**config.mk**
```make
export PLATFORM = sky130hd
export DESIGN_NAME = lif_neuron
export DESIGN_NICKNAME = d
export VERILOG_FILES = /design/src/rtl/lif_pkg.sv /design/src/rtl/lif_neuron_lfsr.sv /design/src/rtl/lif_neuron.sv
export SDC_FILE = /design/constraint.sdc
export NUM_CORES = 1
export LEC_CHECK = 0
export BUFFER_PORTS_ARGS = -buffer_cell sky130_fd_sc_hd__buf_4
export CAP_MARGIN = 20
export CORE_ASPECT_RATIO = 0.9
export CORE_UTILIZATION = 50
export CTS_BUF_LIST = sky130_fd_sc_hd__clkbuf_2 sky130_fd_sc_hd__clkbuf_4 sky130_fd_sc_hd__clkbuf_8
export CTS_CLUSTER_SIZE = 12
export DETAILED_ROUTE_END_ITERATION = 10
export PLACE_DENSITY_LB_ADDON = 0.25
export SKIP_LAST_GASP = 1
export SYNTH_ARGS = -nofsm -noshare
export SYNTH_HDL_FRONTEND = slang
export SYNTH_SLANG_ARGS = --single-unit
export TNS_END_PERCENT = 10
```
**constraint.sdc**
```tcl
create_clock -name clk -period 6.04 [get_ports clk]
set_clock_uncertainty 0.2 [all_clocks]
set_input_delay 0.604 -clock clk [delete_from_list [all_inputs] [get_ports clk]]
set_output_delay 0.604 -clock clk [all_outputs]
set_load 0.02 [all_outputs]
```
**src/rtl/lif_pkg.sv**
```systemverilog
// Shared definitions for the leaky integrate-and-fire neuron: state encoding,
// heading codes, random-heading fallbacks and parameter defaults.
package lif_pkg;

  typedef enum logic [1:0] {
    IDLE    = 2'd0,
    FIRE    = 2'd1,
    REFRACT = 2'd2
  } state_t;

  localparam logic [3:0] HEAD_N = 4'b1000;
  localparam logic [3:0] HEAD_E = 4'b0100;
  localparam logic [3:0] HEAD_S = 4'b0010;
  localparam logic [3:0] HEAD_W = 4'b0001;

  localparam logic [3:0] HEAD_RAND_A = 4'b1010;
  localparam logic [3:0] HEAD_RAND_B = 4'b0101;

  localparam int DEF_PW       = 8;
  localparam int DEF_THRESH   = 8;
  localparam int DEF_W_DIRECT = 4;
  localparam int DEF_W_GLANCE = 1;
  localparam int DEF_LEAK     = 1;
  localparam int DEF_REFRAC   = 3;

  localparam logic [15:0] LFSR_SEED = 16'hACE1;

endpackage

```
**src/rtl/lif_neuron_lfsr.sv**
```systemverilog
// 16-bit Fibonacci LFSR (x^16 + x^14 + x^13 + x^11 + 1) supplying the random
// firing heading; only the top bit is consumed by the neuron.
module lif_neuron_lfsr
  import lif_pkg::*;
(
  input  logic clk,
  input  logic reset,
  input  logic en,
  output logic msb
);

  logic [15:0] q;

  always_ff @(posedge clk) begin
    if (reset)
      q <= LFSR_SEED;
    else if (en)
      q <= {q[14:0], q[15] ^ q[13] ^ q[12] ^ q[10]};
  end

  assign msb = q[15];

endmodule

```
**src/rtl/lif_neuron.sv**
```systemverilog
// Leaky integrate-and-fire neuron: integrates weighted direction hits from four
// neighbours, fires a one-cycle heading pulse at threshold, then rests.
module lif_neuron
  import lif_pkg::*;
#(
  parameter int PW       = DEF_PW,
  parameter int THRESH   = DEF_THRESH,
  parameter int W_DIRECT = DEF_W_DIRECT,
  parameter int W_GLANCE = DEF_W_GLANCE,
  parameter int LEAK     = DEF_LEAK,
  parameter int REFRAC   = DEF_REFRAC
) (
  input  logic          clk,
  input  logic          reset,
  input  logic          en,
  input  logic [3:0]    in1,
  input  logic [3:0]    in2,
  input  logic [3:0]    in3,
  input  logic [3:0]    in4,
  output logic [3:0]    out,
  output logic          fire,
  output logic [PW-1:0] potential,
  output logic          refractory
);

  localparam int CW = (REFRAC > 0) ? $clog2(REFRAC + 1) : 1;
  localparam int SW = PW + 16;
  localparam logic [PW-1:0] PMAX = '1;
  localparam logic [PW-1:0] TH   = PW'(THRESH);
  localparam logic [PW-1:0] LK   = PW'(LEAK);

  state_t        state, state_nx;
  logic [PW-1:0] pot_nx;
  logic [3:0]    head, head_nx, out_nx;
  logic          fire_nx;
  logic [CW-1:0] cnt, cnt_nx;
  logic          rnd_bit;

  logic          hit_e, hit_w, hit_n, hit_s, any_hit;
  logic [3:0]    hit_head, fire_head;
  logic [2:0]    nd;
  logic [3:0]    ng;
  logic [SW-1:0] sum_wide;
  logic [PW-1:0] sum, leaked;

  lif_neuron_lfsr u_lfsr (
    .clk   (clk),
    .reset (reset),
    .en    (1'b1),
    .msb   (rnd_bit)
  );

  // Opposing direct hits cancel each other before anything is counted.
  always_comb begin
    hit_e = in1[2] & ~in3[0];
    hit_w = in3[0] & ~in1[2];
    hit_n = in2[3] & ~in4[1];
    hit_s = in4[1] & ~in2[3];
    nd = 3'(hit_e) + 3'(hit_w) + 3'(hit_n) + 3'(hit_s);
    ng = 4'(in1[1]) + 4'(in1[3]) + 4'(in2[0]) + 4'(in2[2])
       + 4'(in3[1]) + 4'(in3[3]) + 4'(in4[0]) + 4'(in4[2]);
    any_hit = (nd != 3'd0) || (ng != 4'd0);
    hit_head = hit_e ? HEAD_E : hit_w ? HEAD_W : hit_n ? HEAD_N : hit_s ? HEAD_S : 4'b0000;
    sum_wide = SW'(potential) + SW'(W_DIRECT) * SW'(nd) + SW'(W_GLANCE) * SW'(ng);
    sum = (sum_wide > SW'(PMAX)) ? PMAX : sum_wide[PW-1:0];
    leaked = (potential > LK) ? potential - LK : '0;
    fire_head = (nd != 3'd0)   ? hit_head :
                (head != 4'd0) ? head     :
                rnd_bit        ? HEAD_RAND_A : HEAD_RAND_B;
  end

  always_ff @(posedge clk) begin
    if (reset)
      state <= IDLE;
    else if (en)
      state <= state_nx;
  end

  always_comb begin
    state_nx = state;
    case (state)
      IDLE:    if (any_hit && sum >= TH) state_nx = FIRE;
      FIRE:    state_nx = (REFRAC == 0) ? IDLE : REFRACT;
      REFRACT: if (cnt <= CW'(1)) state_nx = IDLE;
      default: state_nx = IDLE;
    endcase
  end

  // Next values of the registered datapath; FIRE and REFRACT ignore the inputs.
  always_comb begin
    pot_nx  = potential;
    head_nx = head;
    cnt_nx  = cnt;
    out_nx  = out;
    fire_nx = fire;
    case (state)
      IDLE: begin
        if (state_nx == FIRE) begin
          pot_nx  = '0;
          head_nx = 4'b0000;
          out_nx  = fire_head;
          fire_nx = 1'b1;
        end else begin
          pot_nx = any_hit ? sum : leaked;
          if (nd != 3'd0) head_nx = hit_head;
        end
      end
      FIRE: begin
        out_nx  = 4'b0000;
        fire_nx = 1'b0;
        cnt_nx  = CW'(REFRAC);
      end
      REFRACT: begin
        pot_nx = '0;
        cnt_nx = (cnt != '0) ? cnt - CW'(1) : '0;
      end
      default: begin
        pot_nx  = '0;
        out_nx  = 4'b0000;
        fire_nx = 1'b0;
      end
    endcase
  end

  always_ff @(posedge clk) begin
    if (reset) begin
      potential <= '0;
      head      <= 4'b0000;
      cnt       <= '0;
      out       <= 4'b0000;
      fire      <= 1'b0;
    end else if (en) begin
      potential <= pot_nx;
      head      <= head_nx;
      cnt       <= cnt_nx;
      out       <= out_nx;
      fire      <= fire_nx;
    end
  end

  assign refractory = (state == REFRACT);

endmodule

```
==> results of run 1 <==
-- cell usage after synthesis, types with 3 or more instances --
cell	number	area share, %
a21oi_1	6	1.2
nor4_1	5	1.3
o31ai_1	3	0.93
nor2_1	11	1.7
xor2_1	3	1.1
and3_1	3	0.78
inv_1	35	5.4
nand2b_1	6	1.6
ha_1	22	11
nor3_1	11	2.3
nand3_1	3	0.62
dfxtp_1	37	31
a21o_1	5	1.6
o22ai_1	7	1.8
o21ai_0	17	3.5
o21ai_1	7	1.5
nor2b_1	11	2.9
nand2_1	21	3.3
fa_1	7	5.8
xnor2_1	7	2.5
clkbuf_1	9	1.4
a32o_1	4	1.7
or2_2	9	2.3
a31oi_1	3	0.78
-- sequential cells by signal, summed over array words and instances, names as in the netlist --
name / count
u_lfsr.q: 16
potential: 8
head: 4
out: 4
cnt: 2
state: 2
fire: 1
-- placed cells by master, fill, tap and decap left out, drive strengths merged, types with 7 or more instances in the layout --
cell type	n
nor3	11
or2	10
nor2b	13
nor2	11
buf	28
inv	36
nand2	23
xnor2	7
ha	22
o22ai	7
dfxtp	37
o21ai	25
fa	7
-- metrics by stage --
stage | total power [µW] | instance area (µm²) | instances | setup slack, ns
2_1_floorplan | 805.6 | 2411 | 282 | 0.4281
3_3_place_gp | 943.3 | 2665 | 363 | 0.02011
3_5_place_dp | 954.2 | 2665 | 363 | -0.03784
4_1_cts | 1134 | 2755 | 371 | 0.2503
5_1_grt | 1226 | 2755 | 371 | 0.02313
6_report | 1128 | 2755 | 371 | 0.2631
-- how the worst max path moves through the flow --
stage                start      to  slack (ns)  cells past startpoint
floorplan           in1[1]  out[0]        0.43                     17
global placement    in1[1]  out[3]        0.02                     18
detailed placement  in1[1]  out[1]       -0.04                     18
CTS                 in1[1]  out[1]        0.25                     18
global route        in1[1]  out[1]        0.02                     18
finish              in1[1]  out[0]        0.26                     18
-- worst register-to-register path, delay by kind of cell, from the launching register on --
kind / cells / cell delay (ns)
AO/OA/AOI/OAI: 4 / 1.25
adder cells (fa/ha/maj): 2 / 0.88
AND/OR/NAND/NOR: 3 / 0.64
flip-flops: 1 / 0.45
buffers and inverters: 2 / 0.18
-- final cells by class --
type / count / area [µm²]
inverters: 35 / 131.4
clock inverters: 3 / 21.27
flip-flops and latches: 37 / 740.7
well taps: 62 / 77.57
fillers: 429 / 1792
repair buffers: 28 / 210.2
multi-input cells: 201 / 1505
clock buffers: 5 / 68.82
-- kinds of logic (layout without fill, tap and decap cells) --
logic type,Yosys count,after routing,share of synthesized area [%]
XOR/XNOR,10,10,3.633
multiplexers,2,2,0.9340
AO/OA/AOI/OAI,69,69,20.50
adder cells (fa/ha/maj),29,29,17.23
AND/OR/NAND/NOR,91,91,20.14
flip-flops,37,37,30.72
buffers and inverters,44,71,6.850
-- routing by layer --
| metal | wire length (µm) | GRT usage (%) | share of wire, % |
|---|---|---|---|
| met3 | 170 | 3.976 | 3.7 |
| met5 | 0 | 0 | 0 |
| met2 | 2123 | 33.00 | 46 |
| met4 | 42 | 5.556 | 0.91 |
| met1 | 2288 | 27.46 | 49 |
-- power groups by stage --
stage	logic, µW	clock network [µW]	registers (µW)
CTS	629	179	325
global placement	614	0	330
floorplan	461	0	344
global route	703	191	333
detailed placement	624	0	330
finish	629	174	325
==> results.json, run 1 <==
{
  "combPwrFrac_pct": 55.7,
  "ys_types": 50,
  "ff2ff_setup_slack_ns": 2.34,
  "min_period_ns": 5.777,
  "start_kind": "input port",
  "die_y_um": 67.88,
  "finalHoldViolCount": 0,
  "grt_pass1_vias": 1749,
  "fin_crit_sh_pct": 95.64,
  "dieArea_um2": 5104,
  "gp_congestion": 0.8401,
  "outcome": "completed",
  "hold-worst-slack_ns": 0.2123,
  "drv_slew": 0,
  "drt-pass1-iter-count": 4,
  "fin_nets": 356,
  "synth-seq-area-share_pct": 30.72,
  "ant_nets": 0,
  "worstRegToRegCells": 11,
  "power.switching_uw": 495.9,
  "internal_power_uw": 632.4,
  "cts.sinks": 37,
  "cts_setup_buffers": 0,
  "fmax_mhz": 173.1,
  "cp_common_cell": "fa_1",
  "cp_num_buf_inv": 3,
  "r2r-end": "out[0]",
  "end_kind": "register",
  "finalWirelength_mm": 4.625,
  "min_path_cells": 1,
  "port_buffers": 28,
  "tightest_slew_ns": 0.7360,
  "worst_path_largest_cell_delay_ns": 0.53,
  "initial_core_util_pct": 53.03,
  "syn_area_um2": 2411,
  "drtIter0Drc": 117,
  "worstPathCellList": "buf_4 -> fa_1 -> inv_1 -> fa_1 -> fa_1 -> inv_1 -> ha_1 -> fa_1 -> xnor2_1 -> fa_1 -> fa_1 -> nor2b_4 -> o2111a_1 -> o21ai_0 -> a2111o_1 -> o21ai_2 -> nand2_1 -> a32o_1",
  "syn_nets": 330,
  "cp_top_family": "adder cells",
  "whs_endpoint": "u_lfsr.q[10]",
  "p_clk_share_pct": 15.5,
  "fin_tns_setup_ns": 0,
  "syn_avg_cell_area_um2": 8.550,
  "arrival_ns": 5.76,
  "htreeDepth": 2,
  "hold_buffers": 0,
  "powerDensity_nw_per_um2": 409.5,
  "vias": 1979,
  "root_buffer": "clkbuf_8",
  "seq_power_share_pct": 28.8,
  "required_ns": 6.03,
  "cp_slowest_cell": "fa_1",
  "setup_viol": 0,
  "maxSlewHeadroom_pct": 50.48,
  "rsz0062_at_grt": "false",
  "ctsResizeCount": 0,
  "hp-class": "register to register",
  "dpl.hpwl_mm": 3.580,
  "post-route-util_pct": 60.59,
  "layout-drive-gt1-share_pct": 18.77,
  "cts_tree": "yes",
  "reg2reg_from": "potential[3]",
  "grt_usage_pct": 20.25,
  "avgRoutedWirePerCell_um": 12.47,
  "die_x_um": 75.20,
  "syn_inst": 282,
  "switching_share_pct": 43.95,
  "vias_per_cell": 5.334,
  "maxCapViolCount": 0,
  "grt-ovfl-total": 0,
  "rows": 23,
  "core_area_um2": 4547,
  "worstSkewPairLatency_ns": 0.29,
  "drc_errors": 0,
  "ios": 33,
  "clk_path_buf_depth": 2,
  "antenna_found_initial": 0,
  "grt_pass1_wl_mm": 7.845,
  "synth_edf_count": 0,
  "area_growth_syn_to_layout_pct": 14.27,
  "crit_type": "input port to register",
  "async_reset_ff_share_pct": 0,
  "path_max_fanout": 6,
  "grt_max_degree": 33,
  "min-delay-start": "u_lfsr.q[9]",
  "leakage_uw": 0.001270,
  "clk_pin_slew_ns": 0.08,
  "ys_ff_latch": 37,
  "diodes": 0,
  "irDropWorstVdd_v": 0.0002003,
  "synth-main-ff-cell": "dfxtp_1",
  "yosys_warnings": 0,
  "numCtsBuffers": 5
}
Note: power is estimated with default switching activity, not from simulation.
==> run 2, diff against run 1 <==
==> constraint.sdc (replaced) <==
create_clock -name clk -period 5.7 [get_ports clk]
set_clock_uncertainty 0.2 [all_clocks]
set_input_delay 0.57 -clock clk [delete_from_list [all_inputs] [get_ports clk]]
set_output_delay 0.57 -clock clk [all_outputs]
set_load 0.02 [all_outputs]
==> results.json, run 2 (synthesis gave the netlist of run 1 again) <==
{
  "post-route-util_pct": 63.13,
  "antenna_found_initial": 0,
  "min_path_cells": 1,
  "worstSkewPairLatency_ns": 0.28,
  "largest_reg_flops": 16,
  "cts_setup_buffers": 0,
  "seqCellArea_um2": 740.7,
  "crit_type": "input port to register",
  "numCtsBuffers": 5,
  "min_period_ns": 5.584,
  "grt-ovfl-total": 0,
  "htreeDepth": 2,
  "finalHoldViolCount": 0,
  "cp_top_family": "adder cells",
  "layout_commonest_cell": "dfxtp_1",
  "outcome": "completed",
  "diodes": 0,
  "root_buffer": "clkbuf_8",
  "drv_slew": 0,
  "dpl.hpwl_mm": 3.693,
  "cp_num_buf_inv": 3,
  "top_register": "u_lfsr.q",
  "fmax_mhz": 179.1,
  "die_y_um": 67.88,
  "cts_tree": "yes",
  "area_growth_syn_to_layout_pct": 19.05,
  "avgRoutedWirePerCell_um": 12.78,
  "tightest_slew_ns": 0.7295,
  "dieArea_um2": 5104,
  "rsz0062_at_grt": "true",
  "grt_pass1_wl_mm": 8.314,
  "end_kind": "register",
  "leakage_uw": 0.001328,
  "total_power_uw": 1295,
  "hp-class": "register to register",
  "initial_core_util_pct": 53.03,
  "finalWirelength_mm": 4.843,
  "worst_path_largest_cell_delay_ns": 0.57,
  "grt_usage_pct": 21.19,
  "setup_viol": 0,
  "clk_path_buf_depth": 2,
  "vias_per_cell": 5.332,
  "vias": 2021,
  "hold_buffers": 0,
  "powerDensity_nw_per_um2": 451.0,
  "fin_area_um2": 2870,
  "layout_common_cells": "dfxtp_1, buf_4, inv_1",
  "die_x_um": 75.20,
  "drtIter0Drc": 120,
  "grt_pass1_vias": 1916,
  "core_area_um2": 4547,
  "worstRegToRegCells": 11,
  "cp_slowest_cell": "fa_2",
  "port_buffers": 28,
  "cp.depth": 18,
  "cts.sinks": 37,
  "rows": 23,
  "fill_cells": 426,
  "clk_pin_slew_ns": 0.08,
  "ant_nets": 0,
  "fin_crit_sh_pct": 97.96,
  "place_area_um2": 2725,
  "ios": 33,
  "grt_max_degree": 33,
  "drt-pass1-iter-count": 4,
  "maxCapViolCount": 0,
  "arrival_ns": 5.59,
  "required_ns": 5.70,
  "drc_errors": 0,
  "irDropWorstVdd_v": 0.0003218,
  "multi_input_area_um2": 1560,
  "worstPathCellList": "buf_4 -> fa_1 -> inv_1 -> fa_1 -> fa_1 -> inv_1 -> ha_2 -> fa_2 -> xnor2_4 -> fa_2 -> fa_2 -> nor2b_4 -> o2111a_1 -> or3_1 -> a2111o_1 -> o31ai_4 -> nand2_2 -> o31ai_2",
  "reg_top3": "u_lfsr.q x16, potential x8",
  "start_kind": "input port",
  "layout-drive-gt1-share_pct": 23.03,
  "fin_nets": 364,
  "maxSlewHeadroom_pct": 50.92,
  "hold-worst-slack_ns": 0.2078,
  "path_max_fanout": 3,
  "gp_congestion": 0.7945
}
[run 2: cell count changes in the layout (fill, tap and decap cells not counted), moves of 2 or more]
cell     delta
o21ai_1     -2
fa_1        -3
fa_2        +3
buf_4       +8
[run 2: area by class of cell]
type	instances	area share, %
clock buffers	5	2.398
multi-input cells	201	54.36
clock inverters	3	0.7411
repair buffers	36	9.416
flip-flops and latches	37	25.81
well taps	62	2.703
inverters	35	4.577
[run 2: path summary, 6_finish.rpt]
kind,slack (ns),startpoint,endpoint
max,0.12,in1[1],potential[7]
min,0.21,u_lfsr.q[14],u_lfsr.q[15]
max reg2reg,2.10,potential[3],potential[7]
min reg2reg,0.21,u_lfsr.q[14],u_lfsr.q[15]
[run 2: report_power, final]
part	switching, µW	leakage [µW]	internal (µW)
clock	96.0	0.0000445	86.7
sequential	45.9	0.000304	299
combinational	417	0.000979	350
total	559	0.00133	736
[run 2: worst reg2reg max path, cell delays in order, from the launching register on]
cell      delay [ns]
dfxtp_1         0.45
inv_1           0.13
fa_1            0.55
inv_1           0.05
ha_1            0.31
nor2b_4         0.14
o2111a_1        0.23
or3_1           0.32
a2111o_1        0.46
o31ai_4         0.39
nand2_2         0.11
o31ai_2         0.19
[run 2: per-layer routing]
layer / track usage, % / vias up / share of wire [%]
met3: 4.418 / 4 / 3.4
met1: 27.55 / 942 / 49
met5: 0 / - / 0
met2: 36.37 / 28 / 47
met4: 4.630 / 0 / 0.64
li1: - / 1047 / -
[run 2: per-stage QoR]
stage / TNS [ns] / setup slack, ns / cells
6_report: 0 / 0.1165 / 379
5_1_grt: -0.3699 / -0.04441 / 379
4_1_cts: 0 / 0.01884 / 379
3_5_place_dp: -5.511 / -0.3344 / 371
3_3_place_gp: -3.724 / -0.2328 / 371
2_1_floorplan: 0 / 0.1221 / 282
[run 2: timing repair]
action,CTS,global route
pin swaps,0,10
endpoints found under the setup margin,12,18
resized for setup,1,10
==> run 3, diff against run 2 <==
--- a/config.mk
+++ b/config.mk
@@ -5,13 +5,13 @@
 export SDC_FILE = /design/constraint.sdc
 export NUM_CORES = 1
 export LEC_CHECK = 0
-export BUFFER_PORTS_ARGS = -buffer_cell sky130_fd_sc_hd__buf_4
 export CAP_MARGIN = 20
 export CORE_ASPECT_RATIO = 0.9
 export CORE_UTILIZATION = 50
 export CTS_BUF_LIST = sky130_fd_sc_hd__clkbuf_2 sky130_fd_sc_hd__clkbuf_4 sky130_fd_sc_hd__clkbuf_8
 export CTS_CLUSTER_SIZE = 12
 export DETAILED_ROUTE_END_ITERATION = 10
+export DONT_BUFFER_PORTS = 1
 export PLACE_DENSITY_LB_ADDON = 0.25
 export SKIP_LAST_GASP = 1
 export SYNTH_ARGS = -nofsm -noshare
==> results.json, run 3 (synthesis gave the netlist of run 1 again) <==
{
  "power.switching_uw": 529.8,
  "drv_slew": 0,
  "reg2reg_from": "potential[3]",
  "finalHoldViolCount": 0,
  "setup_viol": 0,
  "internal_power_uw": 754.8,
  "irDropWorstVdd_v": 0.0002350,
  "arrival_ns": 5.55,
  "min_period_ns": 5.535,
  "seq_power_share_pct": 29.2,
  "crit_start": "in1[1]",
  "drc_errors": 0,
  "switching_share_pct": 41.24,
  "avgRoutedWirePerCell_um": 14.03,
  "dpl.hpwl_mm": 3.712,
  "ios": 33,
  "worst_path_largest_cell_delay_ns": 0.51,
  "post-route-util_pct": 58.17,
  "die_y_um": 67.88,
  "hp-class": "input port to register",
  "crit_type": "input port to register",
  "powerDensity_nw_per_um2": 485.7,
  "layout_commonest_cell": "dfxtp_1",
  "numCtsBuffers": 5,
  "die_x_um": 75.20,
  "dieArea_um2": 5104,
  "vias_per_cell": 5.553,
  "cp_num_buf_inv": 2,
  "layout_common_cells": "dfxtp_1, inv_1, ha_1",
  "grt_usage_pct": 20.38,
  "drt-pass1-iter-count": 5,
  "maxSlewHeadroom_pct": 52.20,
  "antenna_found_initial": 0,
  "required_ns": 5.71,
  "htreeDepth": 2,
  "min-delay-start": "reset",
  "cp_common_cell": "fa_1",
  "cts_setup_buffers": 0,
  "reg_top3": "u_lfsr.q x16, potential x8",
  "initial_core_util_pct": 53.03,
  "worstSkewPairLatency_ns": 0.29,
  "outcome": "completed",
  "clk_path_buf_depth": 2,
  "grt_max_degree": 33,
  "hold-worst-slack_ns": 0.1404,
  "grt-ovfl-total": 0,
  "fin_crit_sh_pct": 97.10,
  "largest_reg_flops": 16,
  "port_buffers": 0,
  "core_area_um2": 4547,
  "grt_pass1_wl_mm": 7.872,
  "p_clk_share_pct": 21.5,
  "worstPathCellList": "fa_1 -> inv_1 -> fa_1 -> fa_1 -> inv_1 -> ha_1 -> fa_1 -> xnor2_2 -> fa_1 -> fa_1 -> nor2b_4 -> o2111a_1 -> o21ai_0 -> a2111o_1 -> o31ai_4 -> nand2_2 -> a211oi_2",
  "gp_congestion": 0.7731,
  "area_growth_syn_to_layout_pct": 9.704,
  "fin_nets": 334,
  "grt_pass1_vias": 1785,
  "start_kind": "input port",
  "end_kind": "register",
  "cts_tree": "yes",
  "drtIter0Drc": 102,
  "tightest_slew_ns": 0.7105,
  "finalWirelength_mm": 4.898,
  "top_register": "u_lfsr.q",
  "cts.sinks": 37,
  "vias": 1938,
  "ant_nets": 0,
  "layout-drive-gt1-share_pct": 12.89,
  "combPwrFrac_pct": 49.4,
  "diodes": 0,
  "maxCapViolCount": 0,
  "root_buffer": "clkbuf_8",
  "path_max_fanout": 3,
  "rows": 23,
  "cp_slowest_cell": "fa_1",
  "leakage_uw": 0.001184,
  "clk_pin_slew_ns": 0.08,
  "fmax_mhz": 180.7,
  "cp_top_family": "adder cells",
  "rsz0062_at_grt": "false"
}
-- run 3: cell types whose count changed in the layout (fill, tap and decap cells not counted), moves of 2 or more --
cell	before	now
fa_2	3	0
fa_1	4	7
buf_4	36	6
bufinv_16	0	2
o21ai_1	5	7
-- run 3: path summary, 6_finish.rpt --
check                  to  slack, ns  cells past startpoint
max          potential[6]       0.17                     17
min                cnt[1]       0.14                      1
max reg2reg  potential[6]       1.89                     11
min reg2reg   u_lfsr.q[6]       0.22                      1
-- run 3: layer usage --
| metal | share of wire (%) | vias to the layer above | track usage [%] |
|---|---|---|---|
| met5 | 0 | - | 0 |
| met4 | 1.3 | 0 | 6.250 |
| met3 | 5.0 | 9 | 5.007 |
| met2 | 47 | 50 | 34.46 |
| met1 | 47 | 897 | 25.73 |
| li1 | - | 982 | - |
-- run 3: what timing repair did --
action,4_1_cts,5_1_grt
hold buffers,0,0
endpoints found under the setup margin,0,11
hold endpoints to repair,0,0
resized for setup,0,1
-- run 3: per-stage QoR --
step | instances | setup WS [ns] | total power [µW] | area, µm² | setup TNS [ns]
2_1_floorplan | 282 | 0.1221 | 853.7 | 2411 | 0
3_5_place_dp | 341 | -0.2034 | 1007 | 2500 | -2.476
4_1_cts | 349 | 0.09839 | 1288 | 2638 | 0
6_report | 349 | 0.1653 | 1285 | 2645 | 0
5_1_grt | 349 | 0.03549 | 1383 | 2645 | 0
3_3_place_gp | 341 | -0.1045 | 988.9 | 2500 | -1.382
-- run 3: power groups by stage --
| stage | clock, µW | combinational [µW] | sequential [µW] |
|---|---|---|---|
| after floorplan | 0 | 489 | 365 |
| after global placement | 0 | 610 | 379 |
| after detailed placement | 0 | 627 | 380 |
| after CTS | 280 | 633 | 375 |
| after global routing | 292 | 709 | 382 |
| final | 276 | 634 | 375 |
-- run 3: final cells by class --
cell class	instances	area [µm²]
inverter	35	131.4
timing repair buffer	6	45.04
tap	62	77.57
clock buffer	5	68.82
clock inverter	3	68.82
sequential	37	740.7
fill	433	1902
multi-input combinational	201	1513
